[config.mk]
export PLATFORM = sky130hd
export DESIGN_NAME = rv_wb_scoreboard
export DESIGN_NICKNAME = d
export VERILOG_FILES = /design/src/rtl/rv_wb_scoreboard.sv
export SDC_FILE = /design/constraint.sdc
export NUM_CORES = 1
export LEC_CHECK = 0
export ABC_CLOCK_PERIOD_IN_PS = 13200
export CAP_MARGIN = 20
export CORE_UTILIZATION = 65
export CTS_BUF_LIST = sky130_fd_sc_hd__clkbuf_4 sky130_fd_sc_hd__clkbuf_8
export CTS_CLUSTER_SIZE = 25
export DETAILED_ROUTE_END_ITERATION = 10
export PLACE_DENSITY_LB_ADDON = 0.2
export SYNTH_ARGS = -nofsm -noshare
export SYNTH_HDL_FRONTEND = slang
export SYNTH_SLANG_ARGS = --single-unit
[constraint.sdc]
create_clock -name clk -period 13.2 [get_ports clk]
set_input_delay 2.64 -clock clk [delete_from_list [all_inputs] [get_ports clk]]
set_output_delay 2.64 -clock clk [all_outputs]
set_load 0.1 [all_outputs]
[src/rtl/rv_wb_scoreboard.sv]
// ============================================================================
// rv_wb_scoreboard
// ----------------------------------------------------------------------------
// Synthesizable self-checking scoreboard for the single-cycle RISC-V core.
// It sits beside the register-file write port. It keeps an in-order queue of
// expected register writebacks (rd, value) and checks every retired register
// write against the head of that queue. At the end it reports pass/fail, the
// mismatch count, the RUN cycle count, the first mismatch and any timeout.
//
// Optional feature (compile-time macro RV_SB_MASK_EN):
//   When the macro is defined, an exp_mask input is stored with every entry.
//   The data compare then ignores bits where the mask is 0. The rd field is
//   always compared in full, and mm_exp still reports the unmasked data.
//   When the macro is undefined, the port is absent and the compare is exact.
//
// Ports:
//   clk, reset        clock; synchronous active-high reset
//   clear             synchronous flush back to IDLE (priority below reset)
//   exp_valid/ready   expected-entry push handshake (ready only in IDLE)
//   exp_rd, exp_data  expected destination register and value
//   exp_mask          per-entry data compare mask (RV_SB_MASK_EN only)
//   start             begin checking (sampled in IDLE only)
//   timeout           max RUN cycles, 0 disables the timeout
//   wb_en/rd/data     core register-file write port
//   busy, done        state == RUN / state == DONE
//   pass, timed_out   final verdict (valid while done)
//   err_count         saturating mismatch count
//   cycle_count       saturating RUN cycle count
//   mm_valid/rd/got/exp  details of the first mismatch
// ============================================================================
module rv_wb_scoreboard #(
    parameter int XLEN  = 32,
    parameter int RA_W  = 5,
    parameter int DEPTH = 16,
    parameter int CNT_W = 8,
    parameter int CYC_W = 16
) (
    input  logic             clk,
    input  logic             reset,
    input  logic             clear,
    input  logic             exp_valid,
    output logic             exp_ready,
    input  logic [RA_W-1:0]  exp_rd,
    input  logic [XLEN-1:0]  exp_data,
`ifdef RV_SB_MASK_EN
    input  logic [XLEN-1:0]  exp_mask,
`endif
    input  logic             start,
    input  logic [CYC_W-1:0] timeout,
    input  logic             wb_en,
    input  logic [RA_W-1:0]  wb_rd,
    input  logic [XLEN-1:0]  wb_data,
    output logic             busy,
    output logic             done,
    output logic             pass,
    output logic             timed_out,
    output logic [CNT_W-1:0] err_count,
    output logic [CYC_W-1:0] cycle_count,
    output logic             mm_valid,
    output logic [RA_W-1:0]  mm_rd,
    output logic [XLEN-1:0]  mm_got,
    output logic [XLEN-1:0]  mm_exp
);

    localparam int AW = $clog2(DEPTH);

    localparam logic [AW-1:0]  PTR_ONE   = 1;
    localparam logic [AW:0]    OCC_ONE   = 1;
    localparam logic [AW:0]    OCC_FULL  = DEPTH;
    localparam logic [CNT_W-1:0] ERR_ONE = 1;
    localparam logic [CYC_W-1:0] CYC_ONE = 1;

    typedef enum logic [1:0] {
        S_IDLE = 2'd0,
        S_RUN  = 2'd1,
        S_DONE = 2'd2
    } state_t;

    state_t state, state_nxt;

    // Saturating incrementers for the two counters.
    function automatic logic [CNT_W-1:0] sat_inc_err(input logic [CNT_W-1:0] v);
        return (&v) ? v : v + ERR_ONE;
    endfunction

    function automatic logic [CYC_W-1:0] sat_inc_cyc(input logic [CYC_W-1:0] v);
        return (&v) ? v : v + CYC_ONE;
    endfunction

    // ------------------------------------------------------------------
    // Expected-entry queue storage. Contents are not reset; the pointers
    // and the occupancy count decide which entries are valid.
    // ------------------------------------------------------------------
    logic [RA_W-1:0] q_rd   [DEPTH];
    logic [XLEN-1:0] q_data [DEPTH];
`ifdef RV_SB_MASK_EN
    logic [XLEN-1:0] q_mask [DEPTH];
`endif

    logic [AW-1:0] wr_ptr;
    logic [AW-1:0] rd_ptr;
    logic [AW:0]   occ;

    logic            full;
    logic            push;
    logic            pop;
    logic            last_pop;
    logic            start_empty;
    logic            tmo_hit;
    logic            rd_ok;
    logic            data_ok;
    logic            mismatch;
    logic [RA_W-1:0] head_rd;
    logic [XLEN-1:0] head_data;
    logic [CNT_W-1:0] err_nxt;

    assign full      = (occ == OCC_FULL);
    assign exp_ready = (state == S_IDLE) && !full;
    assign push      = exp_valid && exp_ready;

    assign head_rd   = q_rd[rd_ptr];
    assign head_data = q_data[rd_ptr];

    // Writes to x0 are not architectural writes, so they never consume
    // an entry. While in RUN the queue is never empty, but the guard is kept
    // so that the pointers cannot underflow.
    assign pop      = (state == S_RUN) && wb_en && (wb_rd != '0) && (occ != '0);
    assign last_pop = pop && (occ == OCC_ONE);

    // Combinational compare against the queue head.
    assign rd_ok = (wb_rd == head_rd);
`ifdef RV_SB_MASK_EN
    assign data_ok = (((wb_data ^ head_data) & q_mask[rd_ptr]) == '0);
`else
    assign data_ok = (wb_data == head_data);
`endif
    assign mismatch = pop && !(rd_ok && data_ok);
    assign err_nxt  = mismatch ? sat_inc_err(err_count) : err_count;

    // A push in the same cycle as start still counts toward the queue.
    assign start_empty = (occ == '0) && !push;

    // If the final pop happens on the timeout cycle, the pop takes precedence.
    assign tmo_hit = (state == S_RUN) && (timeout != '0) &&
                     (cycle_count == (timeout - CYC_ONE)) && !last_pop;

    // ------------------------------------------------------------------
    // FSM: state register and next-state logic
    // ------------------------------------------------------------------
    always_ff @(posedge clk) begin
        if (reset) begin
            state <= S_IDLE;
        end else begin
            state <= state_nxt;
        end
    end

    always_comb begin
        state_nxt = state;
        unique case (state)
            S_IDLE: begin
                if (start) begin
                    state_nxt = start_empty ? S_DONE : S_RUN;
                end
            end
            S_RUN: begin
                if (last_pop || tmo_hit) begin
                    state_nxt = S_DONE;
                end
            end
            S_DONE: begin
                state_nxt = S_DONE;
            end
            default: begin
                state_nxt = S_IDLE;
            end
        endcase
        if (clear) begin
            state_nxt = S_IDLE;
        end
    end

    assign busy = (state == S_RUN);
    assign done = (state == S_DONE);

    // ------------------------------------------------------------------
    // Queue storage writes
    // ------------------------------------------------------------------
    always_ff @(posedge clk) begin
        if (push) begin
            q_rd[wr_ptr]   <= exp_rd;
            q_data[wr_ptr] <= exp_data;
`ifdef RV_SB_MASK_EN
            q_mask[wr_ptr] <= exp_mask;
`endif
        end
    end

    // ------------------------------------------------------------------
    // Queue pointers, counters, verdict and first-mismatch capture
    // ------------------------------------------------------------------
    always_ff @(posedge clk) begin
        if (reset || clear) begin
            wr_ptr      <= '0;
            rd_ptr      <= '0;
            occ         <= '0;
            err_count   <= '0;
            cycle_count <= '0;
            pass        <= 1'b0;
            timed_out   <= 1'b0;
            mm_valid    <= 1'b0;
            mm_rd       <= '0;
            mm_got      <= '0;
            mm_exp      <= '0;
        end else begin
            if (push) begin
                wr_ptr <= wr_ptr + PTR_ONE;
            end
            if (pop) begin
                rd_ptr <= rd_ptr + PTR_ONE;
            end
            unique case ({push, pop})
                2'b10:   occ <= occ + OCC_ONE;
                2'b01:   occ <= occ - OCC_ONE;
                default: occ <= occ;
            endcase

            if (state == S_RUN) begin
                cycle_count <= sat_inc_cyc(cycle_count);
                err_count   <= err_nxt;
                // Only the first mismatch is captured; later ones just count.
                if (mismatch && !mm_valid) begin
                    mm_valid <= 1'b1;
                    mm_rd    <= wb_rd;
                    mm_got   <= wb_data;
                    mm_exp   <= head_data;
                end
            end

            if ((state == S_IDLE) && start && start_empty) begin
                pass      <= 1'b1;
                timed_out <= 1'b0;
            end else if (last_pop) begin
                pass      <= (err_nxt == '0);
                timed_out <= 1'b0;
            end else if (tmo_hit) begin
                pass      <= 1'b0;
                timed_out <= 1'b1;
            end
        end
    end

endmodule

==> results of run 1 <==
==> state kept, by name, indices dropped and copies added, names as in the netlist, named ones only <==
| signal | flops |
|---|---|
| q_data | 512 |
| q_rd | 80 |
| mm_exp | 32 |
| state | 2 |
| wr_ptr | 4 |
| mm_got | 32 |
| timed_out | 1 |
| mm_valid | 1 |
| cycle_count | 16 |
| mm_rd | 5 |
| occ | 5 |
| pass | 1 |
| rd_ptr | 4 |
| err_count | 8 |
==> layout make-up <==
type                    instances  area (µm²)
flip-flops and latches        707       20100
fillers                      2443       10000
multi-input cells             965        8250
repair buffers                225        2170
clock buffers                 149        1810
well taps                     585         732
clock inverters                45         299
inverters                      19        71.3
diodes                          3        7.51
==> cell families (layout without fill, tap and decap cells) <==
logic type / Yosys count / in the layout / share of synthesized area [%]
fa+ha+maj: 16 / 16 / 0.694
simple gates: 379 / 379 / 6.09
buf+inv: 111 / 438 / 2.17
xor+xnor: 89 / 89 / 2.70
other cells: 0 / 3 / 0
compound gates: 218 / 218 / 5.04
flops: 707 / 707 / 69.6
mux: 263 / 263 / 13.7
==> power breakdown <==
part	internal [mW]	switching (mW)
registers	2.44	0.00604
logic	0.0700	0.125
clock network	0.961	0.795
total	3.47	0.926
==> worst max-delay path: stages (launching register included) <==
cell	delay, ns
dfxtp_4	0.58
buf_4	0.60
buf_4	0.74
nor2b_1	0.27
a22o_1	0.27
a221oi_1	0.83
xor2_1	0.15
a221oi_1	0.36
nand4_1	0.13
or4b_1	0.72
o211ai_4	0.82
buf_4	0.52
nand2_1	0.12
a21oi_1	0.17
==> cell usage in the layout (no fill, tap or decap), drive strengths merged, types with 5 or more instances in the layout <==
master | synthesis | layout
edfxtp | 592 | 592
clkdlybuf4s50 | 0 | 194
nand2 | 155 | 155
clkbuf | 30 | 150
mux2i | 129 | 129
dfxtp | 115 | 115
mux4 | 102 | 102
a21oi | 81 | 81
nor2 | 75 | 75
xor2 | 50 | 50
xnor2 | 39 | 39
clkinv | 0 | 38
nand3 | 35 | 35
mux2 | 32 | 32
buf | 62 | 30
nor3 | 28 | 28
o21ai | 25 | 25
a22oi | 20 | 20
inv | 19 | 20
nor2b | 19 | 19
ha | 16 | 16
a22o | 12 | 12
o22ai | 12 | 12
nand2b | 11 | 11
a221oi | 11 | 11
nand4 | 10 | 10
nor4 | 9 | 9
o31ai | 8 | 8
and3 | 8 | 8
a211oi | 7 | 7
o211ai | 7 | 7
o21a | 6 | 6
a31oi | 5 | 5
or4 | 5 | 5
and2 | 5 | 5
==> per-layer routing <==
| layer | up-vias | track usage, % | wire length (µm) |
|---|---|---|---|
| li1 | 7423 | - | - |
| met5 | - | 0 | 0 |
| met1 | 8589 | 41.6 | 27200 |
| met4 | 0 | 11.6 | 1920 |
| met3 | 148 | 8.88 | 7460 |
| met2 | 1009 | 50.4 | 33200 |
==> worst paths after layout <==
kind	endpoint	slack, ns	cells after the start
max	mm_exp[7]$_SDFFE_PP0P_	6.78	13
min	mm_rd[3]$_SDFFE_PP0P_	0.46	2
min reg2reg	mm_rd[3]$_SDFFE_PP0P_	0.46	2
max reg2reg	mm_exp[7]$_SDFFE_PP0P_	6.78	13
==> impl_metrics.ini, run 1 <==
[status]
run_status = finished, final reports clean

[route]
routed_via_density = 6.36
drt_iter0_markers = 2004
wirelength_mm = 69.9
dr.pass1.iters = 6
drc = 0
vias = 17200
wl_per_cell_um = 25.9
drtAntennaViolNets = 0

[min_path]
min_from = mm_rd[3]$_SDFFE_PP0P_
hold_path.class = reg2reg

[place]
pre_cts_slack_ns = 6.74
dp_cells = 2500
dp_hpwl_mm = 41.3
gp_congestion = 0.872
io_buffers = 194
place_area_mm2 = 0.0313

[clock_network]
cts_root_buf = clkbuf_8
cts_inserted_buffers = 104
post_cts_resized = 0
clockBufferDepth = 3
cts_tree = yes
cts_sinks = 707
cts_setup_buffers = 0
path_clk_slew_ns = 0.06
cts_max_level = 3
hold_buffers = 0
clk_latency_ns = 0.68

[setup_path]
start_kind = flip-flop
required_ns = 13.80
worstPathArrival_ns = 7.01
critPathKind = reg2reg
cp-end-kind = flip-flop
crit_fanout = 45

[synth]
ys_seq_area_share_pct = 69.6
yosysMostFrequentCell = edfxtp_1
synthTopCellsByCount = edfxtp_1, nand2_1, mux2i_1, dfxtp_1, mux4_2
synth_fp_nets = 1895
synth_flop_cell = edfxtp_1
syn_area_per_cell_um2 = 16.2
yosys-top-cells-area = edfxtp_1, dfxtp_1, mux4_2, mux2i_1, nand2_1
synth_seq_cells = 707
syn-cell-area_mm2 = 0.0288
synth_edf_count = 592
synth_top_area_cell = edfxtp_1
synthDistinctLibCells = 69
yosys_warnings = 0
synthArstFlopShare_pct = 0
synth_cells = 1783
synth_top_area_share_pct = 61.6

[sta]
setup_viol = 0
fmax_mhz = 156
timing.hold.ws_ns = 0.459
skew_ns = 0.0343
rsz0062_at_grt = false
tightest_slew_ns = 1.16
finalMaxSlewViolations = 0
setup_ws_ns = 6.78
min_period_ns = 6.42
finalHoldViolCount = 0
relSlewSlack_pct = 21.9
finalCritPeriodShare_pct = 48.6
fin_tns_setup_ns = 0

[die]
core_area_mm2 = 0.0435
die-area_mm2 = 0.0452
die_w_um = 213
ios = 195
rows = 76
die_y_um = 213
initial_core_util_pct = 66.4

[global_routing]
grt_pass1_vias = 16700
grt_usage_pct = 31.5
grt-ovfl-total = 0
grt_pass1_wl_mm = 102
grt_max_degree = 75
antenna_found_initial = 1

[power_and_ir_drop]
vdd_drop_max_v = 0.0000928
powerDensity_mw_per_mm2 = 131
leakage_nw = 10.5
p_total_mw = 4.39

[layout]
drive_above_1_share_pct = 17.5
synthToLayoutAreaGrowth_pct = 16.0
final_util_pct = 77.0
final_nets = 2134
fin_area_mm2 = 0.0334
stdcell_count = 2698

[run]
cap_violations = 0
(Power assumes the default switching activity.)
==> run 2: changes to the inputs <==
- ABC_CLOCK_PERIOD_IN_PS: 13200 -> 5950
- CORE_UTILIZATION: 65 -> 61
- clock period: 13.2 -> 5.95 ns (I/O delays scaled with it)
==> impl_metrics.ini, run 2 (synthesized netlist as in run 1, its figures left out) <==
[route]
drt_iter0_markers = 1808
dr.pass1.iters = 5
wirelength_mm = 71.1
routed_via_density = 6.22
drtAntennaViolNets = 0
wl_per_cell_um = 25.9
drc = 0
vias = 17100

[power_and_ir_drop]
vdd_drop_max_v = 0.000230
powerDensity_mw_per_mm2 = 292
leakage_nw = 10.7
p_total_mw = 9.88

[layout]
final_nets = 2162
drive_above_1_share_pct = 19.1
fill_cells = 2919
top_regs = q_data x512, q_rd x80
regMostFlops = q_data
layout_commonest_cell = edfxtp_1
synthToLayoutAreaGrowth_pct = 17.4
stdcell_count = 2747
final_cell_mix = edfxtp_1, clkdlybuf4s50_1, nand2_1
largest_reg_flops = 512

[die]
rows = 79
die_w_um = 219
die-area_mm2 = 0.0482
initial_core_util_pct = 62.0
die_y_um = 219
core_area_mm2 = 0.0466
ios = 195

[global_routing]
grt_pass1_vias = 16800
grt_usage_pct = 30.1
grt_pass1_wl_mm = 104
grt_max_degree = 70
grt-ovfl-total = 0
antenna_found_initial = 5

[sta]
finalCritPeriodShare_pct = 79.2
finalMaxSlewViolations = 0
fmax_mhz = 212
min_period_ns = 4.71
relSlewSlack_pct = 27.2
setup_viol = 0
tightest_slew_ns = 1.09
timing.hold.ws_ns = 0.453
finalHoldViolCount = 0
setup_ws_ns = 1.24
rsz0062_at_grt = false
skew_ns = 0.0379

[run]
cap_violations = 0

[clock_network]
clk_latency_ns = 0.71
post_cts_resized = 0
cts_root_buf = clkbuf_8
cts_sinks = 707
cts_inserted_buffers = 109
hold_buffers = 0
clockBufferDepth = 3
cts_tree = yes
cts_setup_buffers = 0
cts_max_level = 3
path_clk_slew_ns = 0.06

[place]
gp_congestion = 0.878
dp_cells = 2545
io_buffers = 194
dp_hpwl_mm = 44.5
pre_cts_slack_ns = 1.22

[min_path]
min_to = mm_exp[22]$_SDFFE_PP0P_
hold_path.class = reg2reg
min_from = mm_exp[22]$_SDFFE_PP0P_
hold_depth = 2

[setup_path]
critPathKind = reg2reg
start_kind = flip-flop
r2r_end = mm_rd[3]$_SDFFE_PP0P_
worstPathArrival_ns = 5.26
cp-end-kind = flip-flop
required_ns = 6.50
crit_fanout = 39
rrSetupSlack_ns = 1.24
worstRegToRegCells = 11

[status]
run_status = finished, final reports clean
## run 2: worst max path at each step
stage / endpoint
3_5_place_dp: state[1]$_SDFFE_PP0P_
2_1_floorplan: q_data[1][0]$_DFFE_PP_
4_1_cts: mm_got[25]$_SDFFE_PP0P_
3_3_place_gp: mm_exp[28]$_SDFFE_PP0P_
6_report: mm_rd[3]$_SDFFE_PP0P_
5_1_grt: mm_got[15]$_SDFFE_PP0P_
## run 2: metrics by stage
step / TNS [ns] / utilization (%) / area, µm²
after detailed placement: 0 / 67.9 / 31600
after floorplan: -0.719 / - / 28900
after global placement: 0 / 67.8 / 31600
after global routing: 0 / 72.7 / 33800
after CTS: 0 / 72.6 / 33800
final: 0 / 72.7 / 33800
## run 2: layout make-up
class	instances	area, µm²	share of cell area (%)
diodes	4	10.0	0.0296
multi-input cells	965	8260	24.4
inverters	19	71.3	0.211
flip-flops and latches	707	20100	59.4
clock buffers	150	1890	5.58
well taps	607	759	2.24
repair buffers	248	2450	7.24
clock inverters	47	309	0.913
## run 2: metal layers
layer  part of all wire, %  wire [µm]  track usage [%]
met1                    40      28200             41.3
met3                   9.8       7000             6.56
met4                   2.9       2060             12.2
met5                 0.027         19                0
met2                    48      33800             47.2
## run 2: power breakdown
group,total (mW),switching [mW],leakage (nW),internal (mW)
clock,4.03,1.84,1.18,2.19
sequential,5.42,0.0133,6.27,5.40
combinational,0.436,0.279,3.21,0.158
total,9.88,2.13,10.7,7.75
## run 2: worst max-delay path, stage by stage (launching register included)
cell      delay (ns)
dfxtp_4         0.87
buf_4           0.36
mux2_2          0.35
o311ai_0        0.65
mux2i_1         0.27
o22ai_1         0.10
nor4_1          0.34
or4b_1          0.66
o211a_2         0.52
buf_16          0.25
nand2_1         0.09
a21oi_1         0.07
==> run 3: changes to the inputs <==
- ABC_CLOCK_PERIOD_IN_PS: 5950 -> 3840
- CORE_UTILIZATION: 61 -> 55
- clock period: 5.95 -> 3.84 ns (I/O delays scaled with it)
==> impl_metrics.ini, run 3 (synthesized netlist as in run 1, its figures left out) <==
[die]
die-area_mm2 = 0.0534
die_y_um = 231
die_w_um = 231
rows = 83
initial_core_util_pct = 55.9
core_area_mm2 = 0.0516
ios = 195

[layout]
final_cell_mix = edfxtp_1, clkdlybuf4s50_1, buf_4
final_util_pct = 69.0
drive_above_1_share_pct = 26.0
layout_commonest_cell = edfxtp_1
regMostFlops = q_data
final_nets = 2307
top_regs = q_data x512, q_rd x80
synthToLayoutAreaGrowth_pct = 23.5
fin_area_mm2 = 0.0356
largest_reg_flops = 512
stdcell_count = 2973

[clock_network]
clockBufferDepth = 3
hold_buffers = 0
cts_max_level = 3
cts_inserted_buffers = 108
cts_sinks = 707
cts_root_buf = clkbuf_8
cts_tree = yes
path_clk_slew_ns = 0.06
clk_latency_ns = 0.71

[global_routing]
grt_usage_pct = 28.0
antenna_found_initial = 4
grt_pass1_vias = 17700
grt_pass1_wl_mm = 109
grt_max_degree = 78
grt-ovfl-total = 0

[setup_path]
critPathTopFamily = simple AND/OR/NAND/NOR gates
crit_fanout = 11
worstPathArrival_ns = 4.50
critPathKind = reg2reg
worstPathCellList = buf_8 -> buf_4 -> clkbuf_16 -> and2_1 -> a22oi_2 -> a21oi_1 -> nor3b_2 -> o22ai_1 -> nor4_2 -> or4b_1 -> buf_6 -> o211ai_4 -> buf_12 -> buf_6 -> nand2_1 -> a21oi_1
rrSetupSlack_ns = -0.04
slowest_delay_ns = 0.49
required_ns = 4.47
worst-path-buf-inv = 6
cp-end-kind = flip-flop
cpMaxStageDelayCell = or4b_1
start_kind = flip-flop

[sta]
relSlewSlack_pct = 30.2
tightest_slew_ns = 1.04
skew_ns = 0.0291
min_period_ns = 3.88
finalHoldViolCount = 0
fmax_mhz = 258
finalCritPeriodShare_pct = 101
rsz0062_at_grt = true
setup_viol = 7
finalMaxSlewViolations = 0
setup_ws_ns = -0.0387

[route]
highest_layer = met5
drc = 0
drt_iter0_markers = 1671
drtAntennaViolNets = 0
wirelength_mm = 75.3
routed_via_density = 5.99
met3_length_mm = 6.99
vias = 17800
dr.pass1.iters = 7
wl_met1_mm = 31.0
wl_met2_mm = 35.8
wl_per_cell_um = 25.3

[power_and_ir_drop]
vdd_drop_max_v = 0.000285
leakage_nw = 11.6
powerDensity_mw_per_mm2 = 433

[place]
place_area_mm2 = 0.0328
io_buffers = 194
dp_cells = 2739
dp_hpwl_mm = 47.4
gp_congestion = 0.871

[run]
cap_violations = 0

[min_path]
hold_path.class = reg2reg

[status]
run_status = finished with violations
violations = setup timing
[run 3: cell count changes in the layout (fill, tap and decap cells not counted), sizes merged]
cell | previous run | this run
bufinv | 3 | 2
clkinv | 40 | 33
buf | 54 | 198
diode | 4 | 3
inv | 21 | 23
clkbuf | 150 | 168
clkdlybuf4s50 | 194 | 192
[run 3: area by class of cell]
| class | instances | area (µm²) |
|---|---|---|
| Sequential cell | 707 | 20100 |
| Clock buffer | 164 | 1960 |
| Fill cell | 3458 | 16000 |
| Tap cell | 680 | 851 |
| Antenna cell | 3 | 7.51 |
| Inverter | 19 | 71.3 |
| Multi-Input combinational cell | 965 | 8470 |
| Clock inverter | 41 | 263 |
| Timing Repair Buffer | 394 | 3890 |
[run 3: final timing paths]
kind,startpoint,endpoint,depth (start not counted)
max,flip-flop,mm_got[26]$_SDFFE_PP0P_,16
min,mm_got[7]$_SDFFE_PP0P_,mm_got[7]$_SDFFE_PP0P_,2
max reg2reg,flip-flop,mm_got[26]$_SDFFE_PP0P_,16
min reg2reg,mm_got[7]$_SDFFE_PP0P_,mm_got[7]$_SDFFE_PP0P_,2
[run 3: layer usage]
| layer | GRT usage, % | up-vias |
|---|---|---|
| met3 | 6.58 | 107 |
| met1 | 38.4 | 9034 |
| li1 | - | 7782 |
| met5 | 0 | - |
| met2 | 44.2 | 877 |
| met4 | 9.83 | 2 |
[run 3: worst register-to-register path: cells and delay by family, from the launching register on]
family / cells / cell delay, ns
buffers and inverters: 6 / 0.98
DFF: 1 / 0.38
and+or+nand+nor: 5 / 1.45
AOI/OAI and AO/OA: 5 / 1.02
[run 3: through the flow]
stage                     power (mW)  setup slack [ns]  setup TNS, ns  hold slack [ns]
after floorplan                 8.86            0.0270              0            0.477
after global placement          9.25            -0.180         -10.46            0.440
after detailed placement        9.27            -0.211         -11.91            0.447
after CTS                       15.5           0.00532              0            0.455
after global routing            15.9           -0.0701          -1.06            0.480
final                           15.4           -0.0387         -0.126            0.455
[run 3: repair_timing]
item / in CTS / in global routing
resized for setup: 7 / 47
endpoints found under the setup margin: 79 / 79
gates cloned: 0 / 5
pin swaps: 2 / 7
buffers inserted: 3 / 18
[run 3: report_power, final]
group / switching (mW) / internal [mW]
registers: 0.0196 / 8.37
logic: 0.459 / 0.296
clock network: 2.88 / 3.42
total: 3.36 / 12.1
